===== config.mk =====
export PLATFORM = sky130hd
export DESIGN_NAME = sd_clk_ctrl
export DESIGN_NICKNAME = d
export VERILOG_FILES = /design/src/rtl/sd_pkg.sv /design/src/rtl/sd_clk_div.sv /design/src/rtl/sd_clk_ctrl.sv
export SDC_FILE = /design/constraint.sdc
export NUM_CORES = 1
export LEC_CHECK = 0
export ABC_AREA = 1
export CAP_MARGIN = 25
export CORE_UTILIZATION = 40
export CTS_CLUSTER_SIZE = 28
export DETAILED_ROUTE_END_ITERATION = 10
export PLACE_DENSITY_LB_ADDON = 0.12
export SYNTH_ARGS = -nofsm -noshare
export SYNTH_HDL_FRONTEND = slang
export SYNTH_SLANG_ARGS = --single-unit

===== constraint.sdc =====
create_clock -name clk -period 1.85 [get_ports clk]
set_clock_uncertainty 0.15 [all_clocks]
set_input_delay 0.2775 -clock clk [delete_from_list [all_inputs] [get_ports clk]]
set_output_delay 0.2775 -clock clk [all_outputs]
set_load 0.01 [all_outputs]

===== src/rtl/sd_pkg.sv =====
// ----------------------------------------------------------------------------
// sd_pkg
// Shared constants and FSM encoding for the SD card clock controller.
// Revision: 1.0
// ----------------------------------------------------------------------------
`default_nettype none

package sd_pkg;

  // Width of the half-period divide value
  localparam int DIV_W    = 8;
  // Divide value after reset: 50 MHz / (2 * 63) ~= 397 kHz identification rate
  localparam int INIT_DIV = 62;

  typedef enum logic [1:0] {
    ST_IDLE     = 2'd0,
    ST_RUN      = 2'd1,
    ST_STOPPING = 2'd2
  } sd_state_e;

endpackage

`default_nettype wire


===== src/rtl/sd_clk_div.sv =====
// ----------------------------------------------------------------------------
// sd_clk_div
// Half-period counter, registered SD clock toggle and edge tick generation.
// Ticks are asserted in the cycle whose closing clk edge changes o_sd_clk.
// Revision: 1.0
// ----------------------------------------------------------------------------
`default_nettype none

module sd_clk_div #(
  parameter int DIV_W = 8
) (
  input  logic             clk,
  input  logic             rst_n,
  input  logic             i_en,
  input  logic [DIV_W-1:0] i_div,
  output logic             o_sd_clk,
  output logic             o_rise_tick,
  output logic             o_fall_tick
);

  logic [DIV_W-1:0] r_cnt;
  logic             r_sd_clk;
  logic             w_toggle;

  assign w_toggle    = i_en && (r_cnt == i_div);
  assign o_rise_tick = w_toggle && !r_sd_clk;
  assign o_fall_tick = w_toggle &&  r_sd_clk;
  assign o_sd_clk    = r_sd_clk;

  // Count the half period; toggle the clock and restart when it expires
  always_ff @(posedge clk or negedge rst_n) begin
    if (!rst_n) begin
      r_cnt    <= '0;
      r_sd_clk <= 1'b0;
    end else if (!i_en) begin
      r_cnt    <= '0;
      r_sd_clk <= 1'b0;
    end else if (w_toggle) begin
      r_cnt    <= '0;
      r_sd_clk <= !r_sd_clk;
    end else begin
      r_cnt    <= r_cnt + 1'b1;
    end
  end

endmodule

`default_nettype wire


===== src/rtl/sd_clk_ctrl.sv =====
// ----------------------------------------------------------------------------
// sd_clk_ctrl
// SD card clock controller: run/stop FSM that only stops on a falling edge,
// plus a req/ack handshake that swaps the divide value glitch-free.
// Revision: 1.0
// ----------------------------------------------------------------------------
`default_nettype none

module sd_clk_ctrl #(
  parameter int DIV_W    = sd_pkg::DIV_W,
  parameter int INIT_DIV = sd_pkg::INIT_DIV
) (
  input  logic             clk,
  input  logic             rst_n,
  input  logic             i_run,
  input  logic             i_cfg_req,
  input  logic [DIV_W-1:0] i_cfg_div,
  output logic             o_cfg_ack,
  output logic             o_sd_clk,
  output logic             o_rise_tick,
  output logic             o_fall_tick,
  output logic             o_running
);

  import sd_pkg::*;

  sd_state_e        r_state;
  sd_state_e        w_state_nxt;
  logic [DIV_W-1:0] r_div;
  logic [DIV_W-1:0] r_pend_div;
  logic             r_pend_vld;
  logic             r_armed;
  logic             w_en;
  logic             w_fall;
  logic             w_load;
  logic             w_capture;

  assign w_en      = (r_state != ST_IDLE);
  assign o_running = w_en;

  // A pending value is applied at once when idle, else only on a falling
  // edge, where the counter restarts so no half period is cut short.
  assign w_load    = r_pend_vld && ((r_state == ST_IDLE) || w_fall);
  assign o_cfg_ack = w_load;

  // Only a fresh request (low seen since the last ack) is captured
  assign w_capture = i_cfg_req && !r_pend_vld && r_armed;

  sd_clk_div #(
    .DIV_W (DIV_W)
  ) u_div (
    .clk         (clk),
    .rst_n       (rst_n),
    .i_en        (w_en),
    .i_div       (r_div),
    .o_sd_clk    (o_sd_clk),
    .o_rise_tick (o_rise_tick),
    .o_fall_tick (w_fall)
  );

  assign o_fall_tick = w_fall;

  // FSM state register
  always_ff @(posedge clk or negedge rst_n) begin
    if (!rst_n) begin
      r_state <= ST_IDLE;
    end else begin
      r_state <= w_state_nxt;
    end
  end

  // FSM next state: stopping waits for the falling edge so the clock ends low
  always_comb begin
    w_state_nxt = r_state;
    case (r_state)
      ST_IDLE: begin
        if (i_run) w_state_nxt = ST_RUN;
      end
      ST_RUN: begin
        if (!i_run) w_state_nxt = ST_STOPPING;
      end
      ST_STOPPING: begin
        if (i_run)       w_state_nxt = ST_RUN;
        else if (w_fall) w_state_nxt = ST_IDLE;
      end
      default: w_state_nxt = ST_IDLE;
    endcase
  end

  // Config handshake: capture pending value, load active divide, re-arm
  always_ff @(posedge clk or negedge rst_n) begin
    if (!rst_n) begin
      r_div      <= DIV_W'(INIT_DIV);
      r_pend_div <= '0;
      r_pend_vld <= 1'b0;
      r_armed    <= 1'b1;
    end else begin
      if (w_load) begin
        r_div      <= r_pend_div;
        r_pend_vld <= 1'b0;
      end else if (w_capture) begin
        r_pend_div <= i_cfg_div;
        r_pend_vld <= 1'b1;
      end
      if (!i_cfg_req) begin
        r_armed <= 1'b1;
      end else if (w_load) begin
        r_armed <= 1'b0;
      end
    end
  end

endmodule

`default_nettype wire

==> reports/metrics.cfg, run 1 <==
[setup_path]
path_buf_inv=2
reg2reg_depth=12
path_class=register to output port
cp_num_cells=8
rrSetupSlack_ns=-0.16
worstSetupStartpoint=r_div[2]$_DFFE_PN1P_
crit_path_max_fanout=3
crit_top_cell=nand2_4
critical_path.startpoint_type=register
rr_endpoint=r_state[1]$_DFFE_PN0P_
required_ns=1.42
crit_chain=xnor2_2, nand2_2, nor2_4, nand2_4, o21bai_4, nand2_4, inv_2, buf_6
arrival_ns=1.63
rr_startpoint=r_div[2]$_DFFE_PN1P_
cp-endpoint=o_cfg_ack
cp_top_family=flip-flops
worst_setup_path_end_kind=output port
cp_slowest_cell=dfstp_2
critPathMaxStageDelay_ns=0.57

[clocking]
cts_sinks=29
cts_tree=yes
ctsRootBufferMaster=clkbuf_4
clk_pin_slew_worst_paths_ns=0.09
clk_latency_ns=0.33
cts_max_level=2
cts_made_buffers=5
cts_buffer_depth=2

[synth]
synth_area_mm2=0.00132
synth_cells=143
synth_compound_area_share_pct=4.07
synth_top_family_by_area=simple AND/OR/NAND/NOR gates
yosysSeqAreaShare_pct=55.5
synth_fa_ha_area_share_pct=0.947
synth_fp_nets=156
synth_xor_area_share_pct=3.98
avgSynthCellArea_um2=9.24
synthSimpleGateAreaFrac_pct=22.6
synth_warnings=0
yosys.cell_types.count=19
ys_ff_latch=29
synth_mux_area_share_pct=6.82

[detailed_routing]
drtIter0Drc=42
vias=1021
drcViolationCount=0
first_pass_iters=3
vias_per_cell=4.46
wl_per_cell_um=10.9
wirelength_um=2490
drtAntennaViolNets=0

[place]
routabilityCongestion=0.755
dp_hpwl_um=1790
place_ws_ns=-0.342
port_buffers=16
postPlaceCellArea_mm2=0.00162

[sta]
fmax_mhz=487
slew_violations=0
rsz0062_at_grt=yes
finalCriticalPeriod_ns=2.06
setup_violations=4
fin_tns_setup_ns=-0.748
fin_crit_sh_pct=111
fin_ws_ns=-0.205
worst_pin_slew_ns=0.401
slew_headroom_pct=73.2
final_hold_viol_count=0

[status]
failed_checks=setup timing
outcome=finished, violations left

[finish]
fillers=317
synthToLayoutAreaGrowth_pct=34.2
nets=197
fin_util_pct=57.1
final_cell_area_mm2=0.00177
n_antenna_cell=0
drive_gt1_share_pct=32.4

[floorplan]
core_area_mm2=0.00310
fp-row-count=20
die_y_um=59.5
dieArea_mm2=0.00354
die_w_um=59.5
start_util_pct=42.6
io_pins=17

[pwr]
powerDensity_mw_per_mm2=1290
ir_drop_v=0.000609
leakage_nw=0.889

[grt]
grt_max_degree=30
grt.total_usage_pct=16.7
grt_first_pass_wirelength_um=4100
grt_pass1_vias=918
antenna_found_initial=0
grt_overflow=0

[worst_hold_path]
hp-class=primary input to asynchronous set/reset pin

[job]
cap_violations=0

==> cell usage in the layout (no fill, tap or decap), types with 2 or more instances in the layout <==
master,n
nand2_1,36
dfrtp_1,23
buf_4,19
inv_1,17
clkdlybuf4s50_1,12
nand3_1,11
nor2_1,9
mux2_2,8
dfstp_2,6
o21ai_0,5
clkbuf_4,5
xnor2_1,4
nand2_2,4
nor2_2,3
inv_2,3
nor3_1,2
nand2_4,2
nor3b_1,2
clkbuf_8,2
buf_2,2
==> per-layer routing <==
metal / vias up / track usage [%] / wire (µm)
li1: 525 / - / -
met1: 476 / 20.5 / 1120
met2: 15 / 26.2 / 1220
met3: 5 / 6.55 / 99
met4: 0 / 7.14 / 43
met5: - / 0 / 0
==> area by class of cell <==
type	instances	area (µm²)	area share, %
clock buffers	7	65.1	3.67
clock inverters	1	5.00	0.282
inverters	20	75.1	4.23
multi-input cells	93	547	30.8
flip-flops and latches	29	733	41.4
well taps	44	55.1	3.11
repair buffers	35	293	16.5
==> repair_timing <==
action,in CTS,in global routing
gates cloned,0,0
gates resized for setup,20,8
hold buffers,0,0
setup endpoints to repair,4,5
pin swaps,5,6
buffers inserted,6,1
==> logic make-up (layout without fill, tap and decap cells) <==
family / after synthesis / count (layout)
mux: 8 / 8
flops: 29 / 29
compound gates: 8 / 8
xor+xnor: 6 / 6
fa+ha+maj: 1 / 1
buf+inv: 21 / 63
simple gates: 70 / 70
==> power breakdown <==
part / internal [mW] / switching (mW) / leakage, nW
Combinational: 0.409 / 0.366 / 0.494
Clock: 0.220 / 0.222 / 0.0413
Sequential: 0.894 / 0.179 / 0.353
Total: 1.52 / 0.766 / 0.889
==> Yosys cell counts <==
library cell,number,area share (%)
nand2_1,39,11
nand2_4,1,0.85
o21bai_4,1,1.4
nand2_2,2,0.95
inv_1,19,5.4
nor3_1,2,0.76
nand3_1,11,4.2
dfstp_2,6,12
xnor2_1,5,3.3
ha_1,1,0.95
o21ai_0,6,2.3
buf_2,1,0.38
xor2_1,1,0.66
nor3b_1,2,1.1
dfrtp_1,23,44
inv_2,1,0.28
mux2_2,8,6.8
a21oi_1,1,0.38
nor2_1,13,3.7
==> metrics by stage <==
stage | instances | hold slack, ns | total power, mW
finish | 229 | 0.164 | 2.29
global route | 229 | 0.200 | 2.47
CTS | 228 | 0.173 | 2.23
detailed placement | 214 | 0.306 | 1.75
global placement | 214 | 0.301 | 1.71
floorplan | 143 | -0.168 | 1.50
==> how the worst min path moves through the flow <==
stage / startpoint / end / slack (ns) / cells past startpoint
after detailed placement: r_armed$_DFFE_PN1P_ / r_armed$_DFFE_PN1P_ / 0.31 / 2
after floorplan: rst_n / r_div[0]$_DFFE_PN0P_ / -0.17 / 0
final: rst_n / u_div.r_cnt[3]$_DFF_PN0_ / 0.16 / 2
after global routing: rst_n / r_div[7]$_DFFE_PN0P_ / 0.20 / 2
after global placement: r_armed$_DFFE_PN1P_ / r_armed$_DFFE_PN1P_ / 0.30 / 2
after CTS: rst_n / u_div.r_cnt[3]$_DFF_PN0_ / 0.17 / 2
==> registers in the layout, summed over array words and instances, names as in the netlist <==
signal / cells
r_armed: 1
r_pend_div: 8
u_div.r_cnt: 8
r_state: 2
r_div: 8
r_pend_vld: 1
u_div.o_sd_clk: 1
==> worst register-to-register path: stages (launching register included) <==
cell     delay [ns]
dfstp_2        0.57
xnor2_2        0.12
nand2_2        0.08
nor2_4         0.11
nand2_4        0.07
nor2_2         0.10
nand2_1        0.07
buf_4          0.13
buf_4          0.12
buf_4          0.12
buf_4          0.12
o21ai_2        0.10
inv_1          0.05
(Power assumes the default switching activity.)
==> inputs of run 2 (changes only) <==
--- a/config.mk
+++ b/config.mk
@@ -7,7 +7,7 @@
 export LEC_CHECK = 0
 export ABC_AREA = 1
 export CAP_MARGIN = 25
-export CORE_UTILIZATION = 40
+export CORE_UTILIZATION = 53
 export CTS_CLUSTER_SIZE = 28
 export DETAILED_ROUTE_END_ITERATION = 10
 export PLACE_DENSITY_LB_ADDON = 0.12
==> run 2 against run 1 <==
The flow still finishes with violations (setup timing); non-clock buffer count shrank 3; hold slack gained 0.0023 ns; core utilization grew 20 points; routed wire length grew 7.7%; sequential power is essentially flat; global-route usage grew 7.7 points; critical path depth is the same; via count grew 3.3%; die area shrank 24%; register-to-register slack gained 0.24 ns.
==> reports/metrics.cfg, run 2 (synthesized netlist as in run 1, its figures left out) <==
[sta]
rsz0062_at_grt=yes
final_hold_viol_count=0  ; unchanged
worst_pin_slew_ns=0.372  ; -0.0290 ns
fin_crit_sh_pct=114  ; +3.4 points
slew_headroom_pct=75.1  ; +1.9 points
setup_violations=3  ; -1
fin_ws_ns=-0.268  ; -0.0626 ns
finalCriticalPeriod_ns=2.12  ; +0.0626 ns
fmax_mhz=472  ; -3.0%
slew_violations=0  ; unchanged

[finish]
layout_commonest_cell=nand2_1
drive_gt1_share_pct=31.3  ; -1.1 points
reg_top3=r_div (8), r_pend_div (8), u_div.r_cnt (8)
fillers=145  ; -54%
n_antenna_cell=0  ; unchanged
layout_common_cells=nand2_1, dfrtp_1, inv_1, buf_4, clkdlybuf4s50_1
nets=194  ; -1.5%
synthToLayoutAreaGrowth_pct=33.0
final_cell_area_mm2=0.00176  ; -0.92%

[detailed_routing]
drcViolationCount=0  ; unchanged
vias=1055  ; +3.3%
drtAntennaViolNets=0  ; unchanged
wl_per_cell_um=12.8  ; +17%
wirelength_um=2680  ; +7.7%
met2WireLength_um=1410  ; +15%
dr.max_layer_used=met4
met1_length_um=1090  ; -3.3%
vias_per_cell=5.02  ; +13%
first_pass_iters=4  ; +1
drtIter0Drc=22  ; -48%
wl_met3_um=119  ; +20%

[place]
port_buffers=16  ; unchanged
routabilityCongestion=0.784  ; +3.9%
dp_hpwl_um=1890  ; +5.2%
postPlaceCellArea_mm2=0.00161  ; -0.77%

[job]
cap_violations=0  ; unchanged

[grt]
grt_max_degree=30  ; unchanged
grt_overflow=0  ; unchanged
grt_pass1_vias=1088  ; +19%
grt.total_usage_pct=24.5  ; +7.7 points
antenna_found_initial=0  ; unchanged
grt_first_pass_wirelength_um=4570  ; +11%

[floorplan]
core_area_mm2=0.00228  ; -27%
die_y_um=51.9  ; -13%
io_pins=17  ; unchanged
dieArea_mm2=0.00270  ; -24%
die_w_um=51.9  ; -13%
fp-row-count=17  ; -15%
start_util_pct=58.1  ; +15 points

[worst_hold_path]
hp-class=primary input to asynchronous set/reset pin

[status]
failed_checks=setup timing
outcome=finished, violations left

[clocking]
postCtsHoldBufs=0  ; unchanged
clk_pin_slew_worst_paths_ns=0.10  ; about the same
cts_sinks=29  ; unchanged
ctsRootBufferMaster=clkbuf_4
cts_buffer_depth=2  ; unchanged
cts_tree=yes
clk_latency_ns=0.33  ; about the same
cts_max_level=2  ; unchanged
cts_made_buffers=5  ; unchanged

[pwr]
total_power_mw=2.39  ; +4.6%
ir_drop_v=0.00115  ; +88%
leakage_nw=0.876  ; -1.4%
powerDensity_mw_per_mm2=1360  ; +5.6%

[setup_path]
rrSetupSlack_ns=0.08  ; +0.24 ns
critical_path.startpoint_type=register
worst_setup_path_end_kind=output port
crit_path_max_fanout=3  ; unchanged
reg2reg_depth=9  ; -3
required_ns=1.42  ; about the same
arrival_ns=1.69  ; +0.06 ns
rr_startpoint=r_div[3]$_DFFE_PN1P_
rr_endpoint=r_div[0]$_DFFE_PN0P_
path_class=register to output port

## run 2: stage by stage
step	worst slack, ns	TNS (ns)	std cells	util (%)	hold slack [ns]
after floorplan	0.118	0	143	-	-0.168
after global placement	-0.288	-0.811	199	70.7	0.304
after detailed placement	-0.351	-1.02	199	70.7	0.303
after CTS	-0.294	-0.846	208	74.7	0.171
after global routing	-0.375	-1.04	210	77.2	0.201
final	-0.268	-0.755	210	77.2	0.166
## run 2: layout make-up
cell class	count	area, µm²	share of cell area (%)
Timing Repair Buffer	32	283	16.1
Sequential cell	29	733	41.7
Multi-Input combinational cell	93	546	31.1
Tap cell	28	35.0	1.99
Inverter	20	75.1	4.27
Clock buffer	7	55.1	3.13
Clock inverter	1	30.0	1.71
## run 2: how the worst max path moves through the flow
stage / slack [ns] / startpoint / to
2_1_floorplan: 0.12 / r_div[2]$_DFFE_PN1P_ / o_cfg_ack
3_3_place_gp: -0.29 / r_div[3]$_DFFE_PN1P_ / o_cfg_ack
3_5_place_dp: -0.35 / r_div[1]$_DFFE_PN1P_ / o_rise_tick
6_report: -0.27 / r_div[3]$_DFFE_PN1P_ / o_cfg_ack
5_1_grt: -0.37 / r_div[3]$_DFFE_PN1P_ / o_cfg_ack
4_1_cts: -0.29 / r_div[5]$_DFFE_PN1P_ / o_cfg_ack
## run 2: power breakdown
group / total, mW / switching, mW / internal (mW) / leakage, nW
Sequential: 1.08 / 0.183 / 0.895 / 0.353
Combinational: 0.780 / 0.388 / 0.392 / 0.477
Clock: 0.536 / 0.213 / 0.323 / 0.0455
Total: 2.39 / 0.784 / 1.61 / 0.876
## run 2: what timing repair did
item | in CTS | in global routing
pin swaps | 6 | 7
buffers inserted | 1 | 2
resized for setup | 18 | 14
gates cloned | 0 | 0
setup endpoints to repair | 4 | 8
## run 2: metal layers
metal,global-route usage (%),up-vias
met5,0,-
met4,12.2,0
met3,9.65,8
met2,40.2,26
met1,27.3,499
li1,-,522
## run 2: worst max-delay path, cell delays in order, from the launching register on
cell and delay [ns]:
dfstp_2 0.56, xnor2_1 0.13, nand2_1 0.08, nor2_2 0.14
nand2_4 0.09, o21bai_4 0.16, nand2_4 0.06, inv_2 0.06
buf_6 0.09
==> RTL edit, RTL diff (flow settings as in run 1) <==
`DIV_W` is set to 8 in 2 places; all go to 12.
--- a/src/rtl/sd_pkg.sv
+++ b/src/rtl/sd_pkg.sv
@@ -9,5 +9,5 @@
 
   // Width of the half-period divide value
-  localparam int DIV_W    = 8;
+  localparam int DIV_W    = 12;
   // Divide value after reset: 50 MHz / (2 * 63) ~= 397 kHz identification rate
   localparam int INIT_DIV = 62;
--- a/src/rtl/sd_clk_div.sv
+++ b/src/rtl/sd_clk_div.sv
@@ -8,5 +8,5 @@
 
 module sd_clk_div #(
-  parameter int DIV_W = 8
+  parameter int DIV_W = 12
 ) (
   input  logic             clk,
Interface: changed (resized i_cfg_div); port bits go from 17 to 21. No check against the original RTL was run, so the function may have changed too.
==> RTL edit against run 1 <==
The run still ends with setup timing left. Cell count grew 41%. Sequential cell count is 12 higher. Setup slack lost 25 ps. Clock power up 65%. Cell area increased by 45%. Total power increased by 39%. Die area is 45% higher. Via count is 39% higher. Routed wire length is 48% higher. Utilization down 0.11 points. Synthesized area increased by 46%. First-iteration DRC count up 64%. Critical path type unchanged.
==> RTL edit: results <==
<?xml version="1.0" encoding="UTF-8"?>
<metrics>
  <group name="min_path">
    <metric name="hold_path.class" unit="">flop to flop</metric>
  </group>
  <group name="timing">
    <metric name="final.setup.tns" unit="ps">-646</metric>
    <metric name="layout_setup_ws" unit="ps">-230</metric>
    <metric name="final_setup_violations" unit="">3</metric>
    <metric name="final.hold.worst_slack" unit="ps">315</metric>
    <metric name="tightestPinTransition" unit="ps">493</metric>
  </group>
  <group name="synthesis">
    <metric name="ys_seq_area_frac" unit="">0.534</metric>
    <metric name="synth.lib_cells_used.distinct" unit="">26</metric>
    <metric name="mapped_nets" unit="">230</metric>
    <metric name="yosys-top-cells-area" unit="">dfrtp_1 (45%), nand2_1 (12%), dfstp_2 (8.1%)</metric>
    <metric name="synth_flop_cell" unit="">dfrtp_1</metric>
    <metric name="synth.top_cells.by_count" unit="">nand2_1 (64), dfrtp_1 (35), inv_1 (27)</metric>
  </group>
  <group name="power_and_ir_drop">
    <metric name="ir_worst_vdd" unit="µV">662</metric>
    <metric name="switching_share" unit="">0.317</metric>
    <metric name="p_leak" unit="nW">1.25</metric>
  </group>
  <group name="grt">
    <metric name="global_route_usage_over_all_layers" unit="">0.166</metric>
    <metric name="first_pass_grt_wire_length" unit="mm">6.49</metric>
    <metric name="grt_start_max_net_pins" unit="">22</metric>
    <metric name="grt_pass1_vias" unit="">1434</metric>
  </group>
  <group name="setup_path">
    <metric name="crit_path_end" unit="">o_fall_tick</metric>
    <metric name="timing.reg2reg.setup_slack" unit="ps">120</metric>
    <metric name="reg2reg_from" unit="">r_div[3]</metric>
    <metric name="reg2reg_to" unit="">r_div[11]</metric>
    <metric name="worst-endpoint-arrival" unit="ps">1650</metric>
    <metric name="critical_path.max_fanout" unit="">2</metric>
  </group>
  <group name="routing">
    <metric name="dr_pass1_iterations" unit="">4</metric>
    <metric name="final_wirelength" unit="mm">3.69</metric>
    <metric name="vias_post_dr" unit="">1422</metric>
    <metric name="drt_iter0_markers" unit="">69</metric>
  </group>
  <group name="place">
    <metric name="detailedPlacementHpwl" unit="mm">2.69</metric>
    <metric name="pre_cts_ws" unit="ps">-382</metric>
    <metric name="place_congestion" unit="">0.747</metric>
    <metric name="number_of_buffers_inserted_by_port_buffering" unit="">20</metric>
    <metric name="dpl-instance-area" unit="µm²">2380</metric>
  </group>
  <group name="outcome">
    <metric name="run_status" unit="">finished, violations left</metric>
    <metric name="failing_checks" unit="">setup timing</metric>
  </group>
  <group name="layout">
    <metric name="registers_with_the_highest_flip_flop_counts" unit="">r_div: 12 flops, r_pend_div: 12 flops, u_div.r_cnt: 12 flops</metric>
    <metric name="fillCellCount" unit="">405</metric>
    <metric name="final_layout_size_suffix_gt1_frac" unit="">0.292</metric>
    <metric name="nets" unit="">287</metric>
  </group>
  <group name="clocking">
    <metric name="clk-insertion-delay-late" unit="ps">290</metric>
    <metric name="clock_root_buffer" unit="">clkbuf_8</metric>
  </group>
</metrics>
RTL edit: cell count changes after synthesis, moves of 4 or more:
| cell | run 1 | this run |
|---|---|---|
| mux2_2 | 8 | 12 |
| nand3_1 | 11 | 15 |
| nand2_1 | 39 | 64 |
| a21oi_1 | 1 | 6 |
| xor2_1 | 1 | 5 |
| inv_1 | 19 | 27 |
| dfrtp_1 | 23 | 35 |
RTL edit: area by class of cell:
cell class                      count  area [µm²]  area share
Clock buffer                        5        68.8      0.0268
Clock inverter                      3        46.3      0.0180
Inverter                           27         101      0.0395
Multi-Input combinational cell    140         787       0.306
Sequential cell                    41        1030       0.402
Tap cell                           52        65.1      0.0253
Timing Repair Buffer               55         467       0.182
RTL edit: worst min path at each step:
stage	from	endpoint	depth (start not counted)
global placement	rst_n	u_div.r_cnt[2]	1
finish	r_armed	r_armed	2
floorplan	rst_n	r_div[0]	0
CTS	r_armed	r_armed	2
global route	r_armed	r_armed	2
detailed placement	rst_n	u_div.r_cnt[0]	1
RTL edit: power by group through the flow:
| stage | Clock (mW) | Combinational [mW] | Sequential [mW] |
|---|---|---|---|
| 2_1_floorplan | 0 | 0.680 | 1.41 |
| 3_3_place_gp | 0 | 0.977 | 1.44 |
| 3_5_place_dp | 0 | 0.995 | 1.46 |
| 4_1_cts | 0.745 | 1.01 | 1.45 |
| 5_1_grt | 0.775 | 1.17 | 1.49 |
| 6_report | 0.729 | 1.02 | 1.44 |
RTL edit: cell families after synthesis:
kind of cell,share of synthesized area
mux,0.0698
xor+xnor,0.0407
simple gates,0.236
fa+ha+maj,0.00646
flops,0.534
compound gates,0.0420
buf+inv,0.0711
RTL edit: what timing repair did:
| item | in CTS | in global routing |
|---|---|---|
| resized for setup | 20 | 6 |
| hold endpoints to repair | 16 | 0 |
| pin swaps | 6 | 5 |
| setup endpoints to repair | 4 | 20 |
| buffers inserted | 3 | 1 |
| hold buffers | 1 | 0 |
RTL edit: layer usage:
layer  vias up  GRT usage  wire length [µm]
met3         4     0.0380               102
met1       622      0.227              1910
li1        775          -                 -
met5         -          0                 0
met2        21      0.267              1640
met4         0     0.0458                32
RTL edit: stage by stage:
stage / power (mW) / std cells
after floorplan: 2.09 / 213
after global placement: 2.42 / 310
after detailed placement: 2.45 / 310
after CTS: 3.20 / 322
after global routing: 3.43 / 323
final: 3.19 / 323
RTL edit: worst max-delay path, cell delays in order, from the launching register on:
cell and delay [ps]:
dfstp_2 540, xnor2_1 110, nand2_1 70, nor2_2 140, nand4_1 140, or2_4 250, inv_2 50, buf_6 90
